## config.mk

```make
export PLATFORM = sky130hd
export DESIGN_NAME = fetch_pc_ctrl_flat
export DESIGN_NICKNAME = d
export VERILOG_FILES = /design/src/rtl/fetch_pc_if.sv /design/src/rtl/fetch_pc_ctrl.sv /design/src/flat_wrapper.sv
export SDC_FILE = /design/constraint.sdc
export NUM_CORES = 1
export LEC_CHECK = 0
export BUFFER_PORTS_ARGS = -buffer_cell sky130_fd_sc_hd__buf_4
export CAP_MARGIN = 20
export CORE_UTILIZATION = 25
export DETAILED_ROUTE_END_ITERATION = 7
export PLACE_DENSITY = 0.44
export SYNTH_ARGS = -nofsm -noshare
export SYNTH_HDL_FRONTEND = slang
export SYNTH_SLANG_ARGS = --single-unit
```

## constraint.sdc

```tcl
create_clock -name clk -period 2.5 [get_ports clk]
set_clock_uncertainty 0.2 [all_clocks]
set_input_delay 0.5 -clock clk [delete_from_list [all_inputs] [get_ports clk]]
set_output_delay 0.5 -clock clk [all_outputs]
set_load 0.1 [all_outputs]
```

## src/rtl/fetch_pc_if.sv

```systemverilog
// fetch_pc_if: redirect, icache request/response and buffer push signals around fetch_pc_ctrl.
interface fetch_pc_if;
  logic              flush;
  logic [31:0]       flush_pc;
  logic              stall;
  logic              buffer_full;
  logic              icache_req_valid;
  logic              icache_req_ready;
  logic [31:0]       icache_req_pc;
  logic              icache_resp_valid;
  logic [1:0]        bpu_is_branch;
  logic [1:0]        bpu_taken;
  logic [31:0]       bpu_target;
  logic [1:0]        fetch_en;
  logic [1:0][31:0]  fetch_pc;
  modport master (
    input  flush, flush_pc, stall, buffer_full, icache_req_ready, icache_resp_valid,
           bpu_is_branch, bpu_taken, bpu_target,
    output icache_req_valid, icache_req_pc, fetch_en, fetch_pc
  );
  modport slave (
    output flush, flush_pc, stall, buffer_full, icache_req_ready, icache_resp_valid,
           bpu_is_branch, bpu_taken, bpu_target,
    input  icache_req_valid, icache_req_pc, fetch_en, fetch_pc
  );
endinterface

```

## src/rtl/fetch_pc_ctrl.sv

```systemverilog
// fetch_pc_ctrl: fetch PC generator issuing one outstanding icache request and pushing 2-wide groups.
module fetch_pc_ctrl #(
  parameter logic [31:0] RESET_PC = 32'h1c00_0000
) (
  input logic       clk,
  input logic       rst,
  fetch_pc_if.master b
);
  typedef enum logic [1:0] {S_REQ, S_WAIT, S_DROP} state_t;
  state_t      state, state_n;
  logic [31:0] pc_q, pc_n, grp_pc_q;
  logic        accept, resp, slot1, tk0, tk1, hold;
  assign b.icache_req_valid = !rst && state == S_REQ && !b.buffer_full && !b.stall;
  assign b.icache_req_pc    = pc_q;
  assign accept = b.icache_req_valid && b.icache_req_ready;
  assign resp   = !rst && b.icache_resp_valid && state != S_REQ;
  assign slot1  = !grp_pc_q[2];
  assign tk0    = b.bpu_is_branch[0] && b.bpu_taken[0];
  assign tk1    = slot1 && b.bpu_is_branch[1] && b.bpu_taken[1];
  assign hold   = b.stall || b.buffer_full;
  assign b.fetch_pc[0] = resp ? grp_pc_q : '0;
  assign b.fetch_pc[1] = resp ? grp_pc_q + 32'd4 : '0;
  always_ff @(posedge clk)
    if (rst) begin
      state    <= S_REQ;
      pc_q     <= RESET_PC;
      grp_pc_q <= '0;
    end else begin
      state <= state_n;
      pc_q  <= pc_n;
      if (accept) grp_pc_q <= pc_q;
    end
  // a taken slot1 implies slot1 is valid, so {slot1,1} already yields 11 for that case
  always_comb begin
    state_n    = state;
    pc_n       = pc_q;
    b.fetch_en = '0;
    if (b.flush) begin
      pc_n    = b.flush_pc;
      state_n = state == S_REQ ? (accept ? S_DROP : S_REQ) : (resp ? S_REQ : S_DROP);
    end else if (state == S_REQ) begin
      state_n = accept ? S_WAIT : S_REQ;
    end else if (resp) begin
      state_n = S_REQ;
      if (state == S_WAIT) begin
        b.fetch_en = hold ? 2'b00 : tk0 ? 2'b01 : {slot1, 1'b1};
        pc_n       = hold ? grp_pc_q : (tk0 || tk1) ? b.bpu_target
                   : grp_pc_q + (slot1 ? 32'd8 : 32'd4);
      end
    end
  end
endmodule

```

## src/flat_wrapper.sv

```systemverilog
// flat-port wrapper written by rule: the top's interface ports become plain ports
module fetch_pc_ctrl_flat 
#(
  parameter logic [31:0] RESET_PC = 32'h1c00_0000
)
  (clk, rst, b_flush, b_flush_pc, b_stall, b_buffer_full, b_icache_req_ready, b_icache_resp_valid, b_bpu_is_branch, b_bpu_taken, b_bpu_target, b_icache_req_valid, b_icache_req_pc, b_fetch_en, b_fetch_pc);
  fetch_pc_if b_i ();
  input logic clk;
  input logic rst;
  input wire logic [$bits(b_i.flush)-1:0] b_flush;
  input wire logic [$bits(b_i.flush_pc)-1:0] b_flush_pc;
  input wire logic [$bits(b_i.stall)-1:0] b_stall;
  input wire logic [$bits(b_i.buffer_full)-1:0] b_buffer_full;
  input wire logic [$bits(b_i.icache_req_ready)-1:0] b_icache_req_ready;
  input wire logic [$bits(b_i.icache_resp_valid)-1:0] b_icache_resp_valid;
  input wire logic [$bits(b_i.bpu_is_branch)-1:0] b_bpu_is_branch;
  input wire logic [$bits(b_i.bpu_taken)-1:0] b_bpu_taken;
  input wire logic [$bits(b_i.bpu_target)-1:0] b_bpu_target;
  output wire logic [$bits(b_i.icache_req_valid)-1:0] b_icache_req_valid;
  output wire logic [$bits(b_i.icache_req_pc)-1:0] b_icache_req_pc;
  output wire logic [$bits(b_i.fetch_en)-1:0] b_fetch_en;
  output wire logic [$bits(b_i.fetch_pc)-1:0] b_fetch_pc;
  assign b_i.flush = b_flush;
  assign b_i.flush_pc = b_flush_pc;
  assign b_i.stall = b_stall;
  assign b_i.buffer_full = b_buffer_full;
  assign b_i.icache_req_ready = b_icache_req_ready;
  assign b_i.icache_resp_valid = b_icache_resp_valid;
  assign b_i.bpu_is_branch = b_bpu_is_branch;
  assign b_i.bpu_taken = b_bpu_taken;
  assign b_i.bpu_target = b_bpu_target;
  assign b_icache_req_valid = b_i.icache_req_valid;
  assign b_icache_req_pc = b_i.icache_req_pc;
  assign b_fetch_en = b_i.fetch_en;
  assign b_fetch_pc = b_i.fetch_pc;
  fetch_pc_ctrl #(.RESET_PC(RESET_PC)) u_core (.clk(clk), .rst(rst), .b(b_i));
endmodule
```

==> impl_metrics.yaml <==
outcome:
  status: "finished, violations left"
  violations: "negative setup slack"
detailed_routing:
  routed_via_density: 5.246
  num_vias: 6474
  routed_wirelength_mm: 25.81
  antenna_violating_nets_post_route: 0
  wl_per_cell_um: 20.91
  drtPass1Iterations: 5
  drt_first_iter_violations: 522
  number_of_remaining_drc_errors: 0
worst_setup_path:
  critical_path.n_buffers_inverters: 4
  worst_path_top_cell_family_by_delay: "buffers and inverters"
  timing.critical_path.arrival_ns: 2.04
  endpoint_kind_of_the_worst_setup_timing_path: "primary output"
  worstSetupStartpointType: "flop"
  crit_required_ns: 1.80
  cpPeakStageDelay_ns: 0.36
  critical_path.slowest_cell: "sky130_fd_sc_hd__dfxtp_2"
  crit_path_max_fanout: 6
  worst-setup-path-type: "reg -> out"
  critPathMostFrequentCell: "sky130_fd_sc_hd__buf_12"
  crit_path_cell_trace: "buf_12 > nand4_4 > nor4_4 > buf_6 > buf_4 > nand3_4 > xor2_2 > nor2_4 > buf_12"
pwr:
  power_density_nw_per_um2: 343.8
  ir_drop_mv: 0.3364
  cellLeakagePower_nw: 3.752
sta:
  setup_repair_after_global_routing_missed_its_margin: "yes"
  post-route-min-period_ns: 2.737
  final_max_slew_viol_count: 0
  final_min_period_over_clock_period_pct: 109.5
  finalWorstSetupSlack_ns: -0.2370
  slew-limit-headroom_pct: 46.51
  maxClockFrequency_mhz: 365.4
  sum_neg_setup_slack_ns: -3.261
  hold_ws_ns: 0.1657
  timing_hold_violations_final: 0
  max_slew.worst_pin.slew_ns: 0.7939
  report.final.setup_viol: 20
cts:
  postCtsHoldBufs: 0
  clkLatencyLatePin_ns: 0.35
  clkSinkCount: 66
  cts_tree: "yes"
  cts_max_level: 3
  cts.clk_slew.worst_paths_ns: 0.06
  cts_buffers: 9
  clockBufferDepth: 2
  clk_root_buffer_cell: "sky130_fd_sc_hd__clkbuf_16"
die:
  fp.dieH_um: 141.9
  design.die.area_um2: 20140
  ios: 174
  core_box_area_um2: 18960
  chipWidth_um: 141.9
  cell_rows: 50
  initial_utilization_pct: 25.82
global_route:
  via_count_of_the_first_global_routing_pass: 6260
  number_of_antenna_violations_at_the_first_check_in_global_routing: 0
  grt_pass1_wl_mm: 37.34
  grt_use_total_pct: 24.99
  overflow: 0
  pin_count_of_the_biggest_net_entering_global_routing: 47
cells_and_area:
  finish.net_count: 1046
  final_layout_size_suffix_gt1_share_pct: 53.08
  layout_filler_cell_count: 1780
  diodes: 0
  multi_input_area_um2: 4108
  area.sequential_um2: 1364
  area_grow_syn2layout_pct: 94.60
placement:
  detailed_place_hpwl_mm: 18.94
  placement.io_buffers: 173
  routabilityCongestion: 0.8730
run:
  timing.max_cap.violations: 0
min_path:
  hp-class: "in -> reg"
synthesis:
  synthesis.yosys.warnings: 0
  syn-instance-count: 704
  cell_area_after_synthesis_um2: 4893
  nets_in_the_synthesized_netlist: 781
  synth-edff-count: 0
  async_flop_share_pct: 0
  synth.lib_cells_used.distinct: 74
  synth.ff_latch_count: 66
  synth.avg_cell_area_um2: 6.951
  synth-main-ff-cell: "sky130_fd_sc_hd__dfxtp_1"
  ys_seq_area_share_pct: 27.00
## routing by layer
| metal | wire [um] | track usage, % | up-vias |
|---|---|---|---|
| li1 | - | - | 3032 |
| met5 | 0 | 0 | - |
| met2 | 12270 | 40.45 | 281 |
| met4 | 685 | 8.602 | 0 |
| met1 | 11210 | 33.55 | 3118 |
| met3 | 1646 | 3.982 | 43 |
## stage by stage
step / util (%) / worst slack, ns / cells / power [mW] / instance area [um^2]
after floorplan: - / -0.2522 / 704 / 1.608 / 5446
after global placement: 40.55 / -0.01963 / 1191 / 1.919 / 7687
after detailed placement: 40.55 / -0.05667 / 1191 / 1.924 / 7687
after CTS: 46.05 / -0.2383 / 1220 / 3.269 / 8730
after global routing: 50.24 / -0.3328 / 1234 / 3.378 / 9523
final: 50.24 / -0.2370 / 1234 / 3.274 / 9523
## cells in the final DEF, fill, tap and decap left out, types with 5 or more instances in the layout
cell type / n
sky130_fd_sc_hd__a21oi_4: 6
sky130_fd_sc_hd__dfxtp_1: 46
sky130_fd_sc_hd__a31oi_1: 6
sky130_fd_sc_hd__o211ai_1: 9
sky130_fd_sc_hd__nor3_1: 13
sky130_fd_sc_hd__buf_12: 63
sky130_fd_sc_hd__xnor2_1: 6
sky130_fd_sc_hd__and2_4: 10
sky130_fd_sc_hd__clkbuf_16: 9
sky130_fd_sc_hd__a22oi_1: 5
sky130_fd_sc_hd__nor2_1: 27
sky130_fd_sc_hd__dfxtp_4: 7
sky130_fd_sc_hd__nand4_1: 9
sky130_fd_sc_hd__o21ai_0: 64
sky130_fd_sc_hd__or3_4: 6
sky130_fd_sc_hd__nand3_4: 7
sky130_fd_sc_hd__xor2_2: 8
sky130_fd_sc_hd__and2_2: 18
sky130_fd_sc_hd__nor4_4: 7
sky130_fd_sc_hd__o22ai_1: 7
sky130_fd_sc_hd__nor2_4: 30
sky130_fd_sc_hd__nand3_1: 14
sky130_fd_sc_hd__dfxtp_2: 13
sky130_fd_sc_hd__or3_1: 7
sky130_fd_sc_hd__nor3_4: 9
sky130_fd_sc_hd__buf_6: 19
sky130_fd_sc_hd__and3_1: 9
sky130_fd_sc_hd__buf_4: 241
sky130_fd_sc_hd__nand3_2: 5
sky130_fd_sc_hd__nand2_1: 115
sky130_fd_sc_hd__o31ai_1: 9
sky130_fd_sc_hd__mux2i_1: 6
sky130_fd_sc_hd__buf_8: 6
sky130_fd_sc_hd__xnor2_2: 6
sky130_fd_sc_hd__a21oi_1: 39
sky130_fd_sc_hd__inv_1: 10
sky130_fd_sc_hd__and4_1: 5
## worst reg2reg max path, delay by kind of cell, from the launching register on
family,cells,cell delay [ns]
AO/OA/AOI/OAI,3,0.58
adder cells (fa/ha/maj),1,0.15
flip-flops,1,0.37
AND/OR/NAND/NOR,2,0.22
buffers and inverters,7,0.84
## final cells by class
cell class                 instances  area share [%]
multi-input combinational        552           43.13
timing repair buffer             329           35.44
sequential                        66           14.32
tap                              260           3.416
clock buffer                      11           2.654
clock inverter                     5          0.5518
inverter                          11          0.4861
## power breakdown
group	switching [mW]	internal [mW]
Combinational	0.529	0.269
Clock	0.520	0.822
Sequential	0.0444	1.09
Total	1.09	2.18
## state kept, by name, indices dropped and copies added, names as in the netlist
register and flops:
u_core.state 2, u_core.grp_pc_q 32, u_core.b.icache_req_pc 32
## final timing paths
check | from | endpoint | slack (ns) | cells after the start
setup / recovery | u_core.grp_pc_q[9] | b_fetch_pc[63] | -0.24 | 9
hold / removal | b_flush_pc[6] | u_core.b.icache_req_pc[6] | 0.17 | 3
setup reg to reg | u_core.grp_pc_q[2] | u_core.b.icache_req_pc[15] | 0 | 13
hold reg to reg | u_core.b.icache_req_pc[6] | u_core.grp_pc_q[6] | 0.27 | 2
## cell families after synthesis
kind of cell	Yosys count	synth area share, %
compound gates	191	24.80
xor+xnor	25	4.475
fa+ha+maj	2	0.5113
buf+inv	86	7.517
flops	66	27.00
mux	9	1.994
simple gates	325	33.70
## timing repair
item	4_1_cts	5_1_grt
endpoints found under the setup margin	68	83
resized for setup	157	148
pin swaps	15	29
gates cloned	0	1
setup buffers	13	13
## Yosys cell counts (all sizes together), types with 4 or more instances
library cell,count,share of area (%)
xor2,12,2.1
nor4,12,2.0
nor2,60,4.7
mux2i,6,1.2
buf,30,3.1
a21oi,45,4.7
nand2,117,9.0
nand3,26,2.9
and3,11,1.4
dfxtp,66,27
a31oi,6,0.77
and4,6,1.1
o211ai,9,1.4
a22o,4,0.72
inv,11,0.84
nand4,11,1.8
o21ai,65,6.6
nor3,24,2.9
xnor2,13,2.3
and2,30,3.8
a2bb2oi,4,0.72
o22ai,7,0.89
clkbuf,45,3.5
or3,13,1.7
a211oi,4,0.61
a22oi,5,0.77
o31ai,9,1.4
Note: power is estimated with default switching activity, not from simulation.
